--- src/rtl/fetch_controller_if.sv ---
// Handshake bundle for the fetch stage: instruction-memory request/response,
// next-PC redirect and the IF/ID output slot.
interface fetch_controller_if;
  logic        imem_req_valid;
  logic [31:0] imem_req_addr;
  logic        imem_req_ready;
  logic        imem_rsp_valid;
  logic [31:0] imem_rsp_data;
  logic        redirect_valid;
  logic [31:0] redirect_pc;
  logic        if_valid;
  logic [31:0] if_pc;
  logic [31:0] if_instr;
  logic        if_ready;
  logic        fetch_misaligned;

  modport master (
    output imem_req_valid, imem_req_addr, if_valid, if_pc, if_instr, fetch_misaligned,
    input  imem_req_ready, imem_rsp_valid, imem_rsp_data, redirect_valid, redirect_pc, if_ready
  );

  modport slave (
    input  imem_req_valid, imem_req_addr, if_valid, if_pc, if_instr, fetch_misaligned,
    output imem_req_ready, imem_rsp_valid, imem_rsp_data, redirect_valid, redirect_pc, if_ready
  );
endinterface

--- src/rtl/fetch_controller.sv ---
// RV32 instruction-fetch sequencer: owns the PC, issues one memory request at a
// time and buffers returned words toward decode through an output slot plus skid.
module fetch_controller #(
  parameter logic [31:0] RESET_PC = 32'h0000_0000
) (
  input logic                 clk,
  input logic                 rst_n,
  fetch_controller_if.master  bus
);

  typedef enum logic [1:0] {REQ, WAIT, HOLD} state_t;

  localparam logic [31:0] NOP = 32'h0000_0013;

  state_t      state, state_n;
  logic [31:0] pc;
  logic        slot_valid, skid_valid, drop, misaligned_q;
  logic [31:0] slot_pc, slot_instr, skid_pc, skid_instr;
  logic        req_valid, drain;

  // Requests are suppressed while in reset and whenever a redirect is arriving.
  assign req_valid = rst_n && (state == REQ) && !bus.redirect_valid;
  assign drain     = slot_valid && bus.if_ready;

  assign bus.imem_req_valid   = req_valid;
  assign bus.imem_req_addr    = pc;
  assign bus.if_valid         = slot_valid;
  assign bus.if_pc            = slot_pc;
  assign bus.if_instr         = slot_instr;
  assign bus.fetch_misaligned = misaligned_q;

  always_ff @(posedge clk) begin
    if (!rst_n) state <= REQ;
    else        state <= state_n;
  end

  // A redirect while a response is still outstanding must stay in WAIT so the
  // stale word can be swallowed; a same-cycle response is simply discarded.
  always_comb begin
    state_n = state;
    if (bus.redirect_valid) begin
      state_n = (state == WAIT && !bus.imem_rsp_valid) ? WAIT : REQ;
    end else begin
      case (state)
        REQ:  if (req_valid && bus.imem_req_ready) state_n = WAIT;
        WAIT: if (bus.imem_rsp_valid) begin
                if (drop || !slot_valid || drain) state_n = REQ;
                else                              state_n = HOLD;
              end
        HOLD: if (drain) state_n = REQ;
        default: state_n = REQ;
      endcase
    end
  end

  always_ff @(posedge clk) begin
    if (!rst_n) begin
      pc           <= RESET_PC;
      slot_valid   <= 1'b0;
      slot_pc      <= 32'h0;
      slot_instr   <= NOP;
      skid_valid   <= 1'b0;
      skid_pc      <= 32'h0;
      skid_instr   <= NOP;
      drop         <= 1'b0;
      misaligned_q <= 1'b0;
    end else begin
      misaligned_q <= bus.redirect_valid && (bus.redirect_pc[1:0] != 2'b00);
      if (bus.redirect_valid) begin
        pc         <= {bus.redirect_pc[31:2], 2'b00};
        slot_valid <= 1'b0;
        skid_valid <= 1'b0;
        drop       <= (state == WAIT) && !bus.imem_rsp_valid;
      end else begin
        if (drain) slot_valid <= 1'b0;
        case (state)
          WAIT: if (bus.imem_rsp_valid) begin
                  if (drop) begin
                    drop <= 1'b0;
                  end else if (!slot_valid || drain) begin
                    slot_valid <= 1'b1;
                    slot_pc    <= pc;
                    slot_instr <= bus.imem_rsp_data;
                    pc         <= pc + 32'd4;
                  end else begin
                    skid_valid <= 1'b1;
                    skid_pc    <= pc;
                    skid_instr <= bus.imem_rsp_data;
                    pc         <= pc + 32'd4;
                  end
                end
          HOLD: if (drain) begin
                  slot_valid <= skid_valid;
                  slot_pc    <= skid_pc;
                  slot_instr <= skid_instr;
                  skid_valid <= 1'b0;
                end
          default: ;
        endcase
      end
    end
  end

endmodule
--- src/flat_wrapper.sv ---
// flat-port wrapper written by rule: the top's interface ports become plain ports
module fetch_controller_flat 
#(
  parameter logic [31:0] RESET_PC = 32'h0000_0000
)
  (clk, rst_n, bus_imem_req_valid, bus_imem_req_addr, bus_if_valid, bus_if_pc, bus_if_instr, bus_fetch_misaligned, bus_imem_req_ready, bus_imem_rsp_valid, bus_imem_rsp_data, bus_redirect_valid, bus_redirect_pc, bus_if_ready);
  fetch_controller_if bus_i ();
  input logic clk;
  input logic rst_n;
  output wire logic [$bits(bus_i.imem_req_valid)-1:0] bus_imem_req_valid;
  output wire logic [$bits(bus_i.imem_req_addr)-1:0] bus_imem_req_addr;
  output wire logic [$bits(bus_i.if_valid)-1:0] bus_if_valid;
  output wire logic [$bits(bus_i.if_pc)-1:0] bus_if_pc;
  output wire logic [$bits(bus_i.if_instr)-1:0] bus_if_instr;
  output wire logic [$bits(bus_i.fetch_misaligned)-1:0] bus_fetch_misaligned;
  input wire logic [$bits(bus_i.imem_req_ready)-1:0] bus_imem_req_ready;
  input wire logic [$bits(bus_i.imem_rsp_valid)-1:0] bus_imem_rsp_valid;
  input wire logic [$bits(bus_i.imem_rsp_data)-1:0] bus_imem_rsp_data;
  input wire logic [$bits(bus_i.redirect_valid)-1:0] bus_redirect_valid;
  input wire logic [$bits(bus_i.redirect_pc)-1:0] bus_redirect_pc;
  input wire logic [$bits(bus_i.if_ready)-1:0] bus_if_ready;
  assign bus_imem_req_valid = bus_i.imem_req_valid;
  assign bus_imem_req_addr = bus_i.imem_req_addr;
  assign bus_if_valid = bus_i.if_valid;
  assign bus_if_pc = bus_i.if_pc;
  assign bus_if_instr = bus_i.if_instr;
  assign bus_fetch_misaligned = bus_i.fetch_misaligned;
  assign bus_i.imem_req_ready = bus_imem_req_ready;
  assign bus_i.imem_rsp_valid = bus_imem_rsp_valid;
  assign bus_i.imem_rsp_data = bus_imem_rsp_data;
  assign bus_i.redirect_valid = bus_redirect_valid;
  assign bus_i.redirect_pc = bus_redirect_pc;
  assign bus_i.if_ready = bus_if_ready;
  fetch_controller #(.RESET_PC(RESET_PC)) u_core (.clk(clk), .rst_n(rst_n), .bus(bus_i));
endmodule
--- config.mk ---
export PLATFORM = sky130hd
export DESIGN_NAME = fetch_controller_flat
export DESIGN_NICKNAME = d
export VERILOG_FILES = /design/src/rtl/fetch_controller_if.sv /design/src/rtl/fetch_controller.sv /design/src/flat_wrapper.sv
export SDC_FILE = /design/constraint.sdc
export NUM_CORES = 1
export LEC_CHECK = 0
export CAP_MARGIN = 20
export CORE_AREA = 2 2 132 134
export DETAILED_ROUTE_END_ITERATION = 10
export DIE_AREA = 0 0 134 136
export PLACE_DENSITY = 0.79
export SLEW_MARGIN = 20
export SYNTH_ARGS = -nofsm -noshare
export SYNTH_HDL_FRONTEND = slang
export SYNTH_SLANG_ARGS = --single-unit
--- constraint.sdc ---
create_clock -name clk -period 2 [get_ports clk]
set_input_delay 0.3 -clock clk [delete_from_list [all_inputs] [get_ports clk]]
set_output_delay 0.3 -clock clk [all_outputs]
set_load 0.02 [all_outputs]
==> results.json, run 1 <==
{
  "critical_path.startpoint_type": "flop",
  "synth.yosys.seq_area_share": 0.419,
  "synthFlopType": "dfxtp_1",
  "worst_path_largest_cell_delay_ns": 0.52,
  "cell_internal_pwr_mw": 6.17,
  "post-synth-top-area-fraction": 0.419,
  "worst-r2r-cell-count": 7,
  "cell_breakdown_of_the_critical_path": "buf_4, ha_4, a21boi_4, or3_4, clkbuf_16, nor4_2, nor3_1",
  "globalRoute.totalOverflow": 0,
  "synth_top_cells_by_count": "dfxtp_1, nand2_1, clkbuf_1",
  "cp_max_fo": 8,
  "sequentialPowerShare": 0.406,
  "final_period_minus_worst_setup_slack_ns": 1.99,
  "clk_pin_slew_worst_paths_ns": 0.06,
  "layout.cells.non_filler": 1332,
  "power_switching_mw": 2.21,
  "route.detailed.vias_per_inst": 6.04,
  "drc_violation_total_after_the_first_tritonroute_iteration": 636,
  "routed_via_count": 8040,
  "nets": 1169,
  "setup_viol_count_final": 0,
  "outcome": "finished clean",
  "final_core_utilization": 0.676,
  "syn_area_per_cell_sq_um": 8.31,
  "drt_pre_antenna_iters": 5,
  "seq_cells_post_synth": 160,
  "routed_wirelength_um": 26300,
  "finalHoldViolCount": 0,
  "synth.area.top_cells": "dfxtp_1, mux2_2, nand2_1",
  "floorplan.initialDensity": 0.453,
  "worst_clock_skew_ns": 0.00894,
  "worst_setup_path_end_kind": "flop",
  "power.ir.vdd_worst_mv": 0.609,
  "cts_num_sinks": 160,
  "cts_htree_levels": 4,
  "drt-wirelength-per-cell_um": 19.7,
  "ys.warnings.count": 0,
  "antenna_diode_count": 0,
  "global_route.usage.total": 0.261,
  "worstReg2RegStart": "u_core.state[1]",
  "first_global_vias": 7597,
  "clk-insertion-delay-late_ns": 0.42,
  "finalMaxSlewViolations": 0,
  "max_clock_freq_ghz": 0.503,
  "number_of_standard_cells_after_synthesis": 921,
  "number_of_buffers_created_by_cts": 17,
  "min_from": "bus_redirect_valid",
  "share_clk_of_total_power": 0.422,
  "synth_async_sr_flop_share": 0,
  "tightest_slew_ns": 0.808,
  "placement.io_buffers": 164,
  "final_antenna_net_count": 0,
  "worstHoldEndpoint": "u_core.bus.imem_req_addr[31]",
  "required_ns": 2.30,
  "critical_path_arrival_ns": 2.29,
  "p_sw_frac": 0.264,
  "timing.hold.worst.class": "input pin to flop",
  "remaining_drc_errors": 0,
  "maxSlewHeadroom": 0.461,
  "dp.final_hpwl_um": 15700,
  "floorplan_row_count": 48,
  "setup_repair_after_global_routing_missed_its_margin": "yes",
  "synth_most_common_cell": "dfxtp_1",
  "hold_path_depth": 5,
  "area_grow_syn2layout_pct": 49.2,
  "yosysTopAreaCell": "dfxtp_1",
  "clk_root_buffer_cell": "clkbuf_16",
  "cts_max_path_bufs": 2,
  "timing.setup.critical_path_class": "flop to flop",
  "antenna_found_initial": 0,
  "grt_start_max_net_pins": 75,
  "die_x_um": 134,
  "fin_total_pwr_mw": 8.39,
  "yosys.cell_types.count": 57,
  "grt_first_pass_wirelength_um": 38500,
  "post-cts-setup-buffer-count": 0,
  "r2r_slack_ns": 0.01,
  "globalplace.congestion": 0.865,
  "synth_edf_count": 0,
  "drv_cap": 0,
  "finalHoldWorstSlack_ns": 0.343,
  "die_area_sq_um": 18200,
  "io-pin-count": 169,
  "core-area_sq_um": 16900,
  "n_fill_cell": 1355,
  "final.period_utilization": 0.994,
  "die_h_um": 136,
  "syn-cell-area_sq_um": 7650,
  "cts_tree": "yes",
  "power.static_leakage_nw": 3.77,
  "r2r_end": "u_core.bus.if_pc[22]",
  "drive_above_1_share": 0.238,
  "slowest_stage": "or3_4",
  "pwr_dens_nw_per_um2": 735,
  "power.share.combinational": 0.171,
  "dpl.cell_count": 1291
}
logic make-up after synthesis:
group,after synthesis,share of synthesized area
xor gates and xnor gates,10,0.0114
adders and majority gates,5,0.00818
buffers and inverters,103,0.0561
muxes,65,0.0952
AOI/OAI and AO/OA,204,0.158
DFF,160,0.419
other,1,0.000490
and+or+nand+nor,373,0.252
worst max-delay path by stage:
stage / start / endpoint / slack (ns) / depth (start not counted)
after floorplan: u_core.bus.imem_req_addr[3] / u_core.bus.imem_req_addr[24] / -0.02 / 6
after global placement: bus_imem_rsp_valid / u_core.bus.if_pc[21] / -0.30 / 7
after detailed placement: bus_imem_rsp_valid / u_core.bus.if_pc[17] / -0.39 / 7
after CTS: u_core.state[1] / u_core.bus.imem_req_addr[18] / -0.005 / 6
after global routing: u_core.state[1] / u_core.bus.if_pc[15] / -0.04 / 7
final: u_core.state[1] / u_core.bus.if_pc[22] / 0.01 / 7
routing by layer:
metal  GRT usage  part of all wire
met1       0.321              0.41
met2       0.444              0.48
met3      0.0619             0.080
met4       0.103             0.033
met5           0                 0
critical path, delay by kind of cell (launching register included):
| kind | cells | cell delay [ns] |
|---|---|---|
| buffers and inverters | 2 | 0.37 |
| DFF | 1 | 0.32 |
| adders and majority gates | 1 | 0.17 |
| and+or+nand+nor | 3 | 0.87 |
| AOI/OAI and AO/OA | 1 | 0.15 |
cells in the final DEF, fill, tap and decap left out, types with 4 or more instances in the layout:
cell type	n
dfxtp_1	150
or4_1	4
nor3_1	63
a31oi_1	68
clkdlybuf4s50_1	161
dfxtp_2	7
conb_1	4
nor2b_1	8
nor4_1	22
nor3_2	4
nor4_4	25
nor2_1	15
o21ai_0	30
nand2_1	137
nor3b_1	4
o31ai_1	5
nand4_1	16
nand3_1	9
and4_1	5
or3_1	4
a211oi_1	9
buf_4	60
a21oi_1	71
and3_1	11
a311oi_1	10
mux2_2	62
clkbuf_8	4
nor4_2	21
xnor2_1	7
clkbuf_16	23
buf_12	15
state kept, by name, summed over array words and instances, names as in the netlist:
name / count
u_core.bus.if_instr: 32
u_core.skid_instr: 32
u_core.bus.if_pc: 30
u_core.bus.imem_req_addr: 30
u_core.skid_pc: 30
u_core.state: 2
u_core.bus.fetch_misaligned: 1
u_core.bus.if_valid: 1
u_core.drop: 1
u_core.skid_valid: 1
per-stage QoR:
stage	area [sq um]	setup TNS [ns]	setup slack, ns
finish	11400	0	0.0112
global route	11400	-0.360	-0.0445
detailed placement	10000	-21.96	-0.392
floorplan	7710	-0.0430	-0.0215
CTS	10700	-0.00567	-0.00466
global placement	10000	-17.31	-0.303
timing repair:
action / in CTS / in global routing
pin swaps: 0 / 18
hold buffers: 0 / 0
resized for setup: 5 / 92
endpoints found under the setup margin: 63 / 57
gates cloned: 0 / 9
power groups by stage:
stage	registers [mW]	logic (mW)	clock network (mW)
3_5_place_dp	3.47	1.24	0
3_3_place_gp	3.47	1.22	0
4_1_cts	3.40	1.25	3.58
2_1_floorplan	3.60	0.494	0
5_1_grt	3.42	1.52	3.71
6_report	3.41	1.44	3.54
final cells by class:
| cell class | instances | area, sq um | area share |
|---|---|---|---|
| Multi-Input combinational cell | 662 | 4660 | 0.408 |
| Sequential cell | 160 | 3220 | 0.282 |
| Timing Repair Buffer | 247 | 2570 | 0.225 |
| Clock buffer | 22 | 505 | 0.0443 |
| Tap cell | 225 | 282 | 0.0247 |
| Clock inverter | 10 | 146 | 0.0128 |
| Inverter | 6 | 26.3 | 0.00230 |
Power figures use the tool's default switching activity.
==> inputs of run 2 (changes only) <==
--- a/config.mk
+++ b/config.mk
@@ -6,10 +6,10 @@
 export NUM_CORES = 1
 export LEC_CHECK = 0
 export CAP_MARGIN = 20
-export CORE_AREA = 2 2 132 134
+export CORE_AREA = 2 2 142 144
 export DETAILED_ROUTE_END_ITERATION = 10
-export DIE_AREA = 0 0 134 136
-export PLACE_DENSITY = 0.79
+export DIE_AREA = 0 0 144 146
+export PLACE_DENSITY = 0.7
 export SLEW_MARGIN = 20
 export SYNTH_ARGS = -nofsm -noshare
 export SYNTH_HDL_FRONTEND = slang
==> run 2 against run 1 <==
Worst setup slack better by 0.022 ns. Clock skew about the same. Sequential cell count unchanged. Sequential power about the same. Clock power fell by 10%. Final cell count rose by 2.8%. Critical endpoint is now u_core.bus.if_instr[14]. Global-route usage fell by 2.7 points. Wire length decreased by 1.9%. Highest routed layer unchanged. Utilization fell by 11 points. Combinational power fell by 8%.
==> results.json, run 2 (synthesized netlist as in run 1, its figures left out) <==
{
  "setup_repair_after_global_routing_missed_its_margin": "yes",
  "globalRoute.totalOverflow": 0,
  "setup_viol_count_final": 0,
  "power.static_leakage_nw": 3.65,
  "remaining_drc_errors": 0,
  "timing.setup.critical_path_class": "flop to flop",
  "drive_above_1_share": 0.215,
  "clk_pin_slew_worst_paths_ns": 0.06,
  "mostFrequentLayoutCell": "clkdlybuf4s50_1",
  "drc_violation_total_after_the_first_tritonroute_iteration": 596,
  "clk-insertion-delay-late_ns": 0.43,
  "drt_pre_antenna_iters": 5,
  "drt-wirelength-per-cell_um": 18.8,
  "final_core_utilization": 0.564,
  "area_grow_syn2layout_pct": 42.7,
  "p_sw_frac": 0.270,
  "fin_total_pwr_mw": 7.91,
  "n_fill_cell": 1753,
  "final.period_utilization": 0.983,
  "worst_setup_path_end_kind": "flop",
  "global_route.usage.total": 0.234,
  "worst-r2r-cell-count": 7,
  "route.detailed.vias_per_inst": 5.69,
  "final_period_minus_worst_setup_slack_ns": 1.97,
  "dp.final_hpwl_um": 15900,
  "post_place_setup_slack_ns": -0.284,
  "drv_cap": 0,
  "io-pin-count": 169,
  "outcome": "finished clean",
  "critical_path_arrival_ns": 2.26,
  "nets": 1167,
  "floorplan.initialDensity": 0.396,
  "hold_path_depth": 4,
  "die_h_um": 146,
  "multi_input_comb_area_sq_um": 4300,
  "final_antenna_net_count": 0,
  "pwr_dens_nw_per_um2": 725,
  "globalplace.congestion": 0.857,
  "cts_max_path_bufs": 2,
  "finalHoldWorstSlack_ns": 0.347,
  "cts_tree": "yes",
  "antenna_found_initial": 0,
  "max_clock_freq_ghz": 0.508,
  "power_switching_mw": 2.14,
  "die_area_sq_um": 21000,
  "sequentialPowerShare": 0.431,
  "number_of_buffers_created_by_cts": 17,
  "power.share.combinational": 0.168,
  "first_global_vias": 7592,
  "cp_max_fo": 18,
  "worst_clock_skew_ns": 0.00853,
  "grt_start_max_net_pins": 65,
  "count_of_hold_buffers_inserted_by_post_cts_repair": 0,
  "routed_via_count": 7792,
  "antenna_diode_count": 0,
  "share_clk_of_total_power": 0.401,
  "finalMaxSlewViolations": 0,
  "cts_htree_levels": 4,
  "seq_area_sq_um": 3220,
  "cts_num_sinks": 160,
  "finalHoldViolCount": 0,
  "timing.hold.worst.class": "input pin to flop",
  "cell_internal_pwr_mw": 5.78,
  "core-area_sq_um": 19300,
  "dpl.cell_count": 1330,
  "clk_root_buffer_cell": "clkbuf_16",
  "final_cell_mix": "clkdlybuf4s50_1, dfxtp_1, nand2_1",
  "power.ir.vdd_worst_mv": 0.655,
  "die_x_um": 144,
  "routed_wirelength_um": 25800,
  "required_ns": 2.29,
  "grt_first_pass_wirelength_um": 39700,
  "final.setup.worst_slack_ns": 0.0330,
  "placement.io_buffers": 164,
  "layout.cells.non_filler": 1369,
  "critical_path.startpoint_type": "flop",
  "floorplan_row_count": 51
}
## run 2: cell count changes in the layout (fill, tap and decap cells not counted), moves of 3 or more
| cell | delta |
|---|---|
| buf_4 | +5 |
| nor3_1 | +3 |
| nor4_1 | +20 |
| buf_12 | -5 |
| nor4_2 | +3 |
| clkbuf_16 | -3 |
| nor3_2 | -3 |
| nor4_4 | -23 |
## run 2: metal layers
metal	global-route usage	vias up	wire [um]
met1	0.303	3695	11300
met2	0.384	319	12100
met3	0.0526	39	1880
met5	0	-	0
met4	0.0824	0	469
li1	-	3739	-
## run 2: cell type report
cell class,count,share of cell area
inverter,6,0.00241
timing repair buffer,246,0.226
clock buffer,22,0.0444
multi-input combinational,661,0.394
tap,265,0.0304
clock inverter,9,0.00757
sequential,160,0.295
## run 2: repair_timing
| item | CTS | global route |
|---|---|---|
| endpoints found under the setup margin | 66 | 81 |
| setup buffers | 0 | 3 |
| gates cloned | 1 | 4 |
| resized for setup | 10 | 37 |
| pin swaps | 1 | 8 |
## run 2: through the flow
step,setup TNS (ns),instance area (sq um)
after floorplan,-0.0430,7710
after global placement,-19.02,9970
after detailed placement,-23.78,9970
after CTS,-0.00364,10600
after global routing,-0.416,10900
final,0,10900
## run 2: critical path: stages (launching register included)
cell and delay (ns):
dfxtp_4 0.37, inv_2 0.06, ha_1 0.29, inv_1 0.06
or3_4 0.48, buf_16 0.21, nor4_2 0.27, nor3_1 0.09
## run 2: worst paths after layout
path / start / to / slack, ns
max: u_core.state[0] / u_core.bus.if_instr[14] / 0.03
min reg2reg: u_core.skid_pc[15] / u_core.skid_pc[15] / 0.45
max reg2reg: u_core.state[0] / u_core.bus.if_instr[14] / 0.03
min: bus_redirect_valid / u_core.drop / 0.35
## run 2: power groups by stage
stage	Combinational (mW)	Clock [mW]	Sequential [mW]
final	1.33	3.17	3.41
after global routing	1.41	3.34	3.43
after CTS	1.24	3.22	3.41
after detailed placement	1.22	0	3.48
after global placement	1.21	0	3.48
after floorplan	0.494	0	3.60
==> inputs of run 3 (changes only) <==
--- a/config.mk
+++ b/config.mk
@@ -5,11 +5,12 @@
 export SDC_FILE = /design/constraint.sdc
 export NUM_CORES = 1
 export LEC_CHECK = 0
+export ABC_AREA = 1
 export CAP_MARGIN = 20
-export CORE_AREA = 2 2 142 144
+export CORE_AREA = 2 2 98 194
 export DETAILED_ROUTE_END_ITERATION = 10
-export DIE_AREA = 0 0 144 146
-export PLACE_DENSITY = 0.7
+export DIE_AREA = 0 0 100 196
+export PLACE_DENSITY = 0.71
 export SLEW_MARGIN = 20
 export SYNTH_ARGS = -nofsm -noshare
 export SYNTH_HDL_FRONTEND = slang
==> constraint.sdc (replaced) <==
create_clock -name clk -period 1.6 [get_ports clk]
set_input_delay 0.24 -clock clk [delete_from_list [all_inputs] [get_ports clk]]
set_output_delay 0.24 -clock clk [all_outputs]
set_load 0.02 [all_outputs]
==> run 3 against run 2 <==
The run now ends with setup timing left. Final cell count grew 6.9%. Register-to-register slack got worse by 0.17 ns. Worst setup slack lost 0.17 ns. Highest routed layer unchanged. Clock power up 39%. Worst hold slack got worse by 0.058 ns. Synthesized cell count rose by 9.1%. Largest power group is now clock. Utilization is 5.2 points higher. Clock-buffer cell count rose by 1. Non-clock buffer count grew 30.
==> results.json, run 3 <==
{
  "drive_above_1_share": 0.208,
  "syn-cell-area_sq_um": 7100,
  "io-pin-count": 169,
  "drv_cap": 0,
  "layout.cells.non_filler": 1464,
  "timing.hold.worst.class": "input pin to flop",
  "critical_path.startpoint_type": "flop",
  "finalInstanceArea_sq_um": 11200,
  "placement.io_buffers": 164,
  "die_h_um": 196,
  "routed_wirelength_um": 27000,
  "cts_htree_levels": 4,
  "floorplan.initialDensity": 0.390,
  "die_area_sq_um": 19600,
  "drc_violation_total_after_the_first_tritonroute_iteration": 372,
  "timing.setup.critical_path_class": "flop to flop",
  "max_clock_freq_ghz": 0.575,
  "synth_top_cells_by_count": "nand2_1, dfxtp_1, o21ai_0",
  "pwr_dens_nw_per_um2": 868,
  "worst_setup_path_end_kind": "flop",
  "post_place_setup_slack_ns": -0.270,
  "drt-wirelength-per-cell_um": 18.4,
  "core-area_sq_um": 18200,
  "yosysTopAreaCell": "dfxtp_1",
  "placement.cell_area_sq_um": 9410,
  "worst_clock_skew_ns": 0.00939,
  "nets": 1310,
  "power.static_leakage_nw": 4.80,
  "outcome": "complete, but fails checks",
  "synth.yosys.seq_area_share": 0.451,
  "ys.warnings.count": 0,
  "number_of_standard_cells_after_synthesis": 1005,
  "seq_cells_post_synth": 160,
  "power_switching_mw": 2.39,
  "floorplan_row_count": 70,
  "route.detailed.vias_per_inst": 5.50,
  "worst-r2r-cell-count": 12,
  "yosys.cell_types.count": 30,
  "antenna_found_initial": 0,
  "seq_area_sq_um": 3210,
  "syn_area_per_cell_sq_um": 7.06,
  "cts_tree": "yes",
  "fin_total_pwr_mw": 9.76,
  "mostFrequentLayoutCell": "nand2_1",
  "finalHoldViolCount": 0,
  "synth_most_common_cell": "nand2_1",
  "synth_async_sr_flop_share": 0,
  "clk_pin_slew_worst_paths_ns": 0.06,
  "finalHoldWorstSlack_ns": 0.289,
  "final.setup.worst_slack_ns": -0.141,
  "cell_internal_pwr_mw": 7.37,
  "critical_path_arrival_ns": 2.05,
  "area_grow_syn2layout_pct": 58.3,
  "globalRoute.totalOverflow": 0,
  "global_route.usage.total": 0.266,
  "antenna_diode_count": 0,
  "p_sw_frac": 0.245,
  "synthFlopType": "dfxtp_1",
  "final_antenna_net_count": 0,
  "r2r_slack_ns": -0.14,
  "dp.final_hpwl_um": 16600,
  "post-synth-top-area-fraction": 0.451,
  "r2r_end": "u_core.skid_pc[25]",
  "n_fill_cell": 1620,
  "grt_start_max_net_pins": 51,
  "cts_max_path_bufs": 2,
  "first_global_vias": 7859,
  "synth_edf_count": 0,
  "final_cell_mix": "nand2_1, dfxtp_1, nor2_1",
  "share_clk_of_total_power": 0.450,
  "min_from": "rst_n",
  "final.setup.tns_ns": -7.37,
  "synth.area.top_cells": "dfxtp_1, nand2_1, o21ai_0",
  "sequentialPowerShare": 0.429,
  "worstHoldEndpoint": "u_core.skid_instr[16]",
  "number_of_buffers_created_by_cts": 17,
  "routed_via_count": 8052,
  "count_of_hold_buffers_inserted_by_post_cts_repair": 0,
  "setup_viol_count_final": 120,
  "clk_root_buffer_cell": "clkbuf_16",
  "grt_first_pass_wirelength_um": 40800,
  "dpl.cell_count": 1400,
  "cp_max_fo": 7,
  "final_period_minus_worst_setup_slack_ns": 1.74,
  "multi_input_comb_area_sq_um": 3880,
  "final.period_utilization": 1.09,
  "power.ir.vdd_worst_mv": 0.587,
  "hold_path_depth": 4,
  "setup_repair_after_global_routing_missed_its_margin": "yes",
  "cts_num_sinks": 160,
  "drt_pre_antenna_iters": 5,
  "required_ns": 1.91,
  "failing_checks": "setup timing",
  "die_x_um": 100,
  "remaining_drc_errors": 0,
  "finalMaxSlewViolations": 0,
  "worstReg2RegStart": "u_core.state[0]",
  "globalplace.congestion": 0.922,
  "clk-insertion-delay-late_ns": 0.43,
  "final_core_utilization": 0.617,
  "power.share.combinational": 0.121
}
==> run 3: cells by family (layout without fill, tap and decap cells) <==
group	Yosys count	in the layout	synth area share
other	1	4	0.000528
AOI/OAI and AO/OA	277	277	0.213
and+or+nand+nor	422	422	0.239
adders and majority gates	5	5	0.00881
buffers and inverters	137	377	0.0842
xor gates and xnor gates	3	3	0.00370
DFF	160	160	0.451
==> run 3: layout make-up <==
cell class	instances	share of cell area
well taps	216	0.0240
multi-input cells	711	0.345
repair buffers	276	0.263
clock inverters	9	0.0138
flip-flops and latches	160	0.286
inverters	69	0.0255
clock buffers	23	0.0425
==> run 3: how the worst max path moves through the flow <==
stage / startpoint / endpoint / slack [ns]
4_1_cts: u_core.state[0] / u_core.skid_pc[28] / -0.16
5_1_grt: u_core.state[0] / u_core.skid_pc[28] / -0.19
6_report: u_core.state[0] / u_core.skid_pc[25] / -0.14
3_5_place_dp: bus_imem_rsp_valid / u_core.skid_pc[30] / -0.27
2_1_floorplan: u_core.state[1] / u_core.skid_instr[0] / -0.04
3_3_place_gp: bus_imem_rsp_valid / u_core.bus.imem_req_addr[30] / -0.26
==> run 3: power by group through the flow <==
| stage | clock network, mW | logic [mW] | registers (mW) |
|---|---|---|---|
| floorplan | 0 | 0.350 | 4.36 |
| global placement | 0 | 1.04 | 4.27 |
| detailed placement | 0 | 1.04 | 4.27 |
| CTS | 4.44 | 1.09 | 4.18 |
| global route | 4.60 | 1.26 | 4.19 |
| finish | 4.40 | 1.18 | 4.19 |
==> run 3: timing repair <==
item,CTS,global route
buffers inserted,14,5
pin swaps,24,26
hold endpoints to repair,0,0
gates cloned,16,2
endpoints found under the setup margin,230,159
gates resized for setup,173,148
==> run 3: worst max-delay path, stage by stage (launching register included) <==
cell	delay, ns
dfxtp_2	0.34
buf_6	0.10
ha_4	0.17
nand2_4	0.07
nor2_4	0.12
inv_4	0.07
nor2_8	0.11
nand2_4	0.10
clkinv_8	0.10
buf_12	0.13
buf_12	0.12
buf_16	0.13
a21oi_2	0.05
==> run 3: layer usage <==
| layer | vias to the layer above | part of all wire | routed length, um | GRT usage |
|---|---|---|---|---|
| met3 | 80 | 0.046 | 1240 | 0.0321 |
| met4 | 0 | 0.046 | 1230 | 0.130 |
| li1 | 3813 | - | - | - |
| met2 | 340 | 0.54 | 14700 | 0.497 |
| met1 | 3819 | 0.36 | 9850 | 0.289 |
| met5 | - | 0 | 0 | 0 |
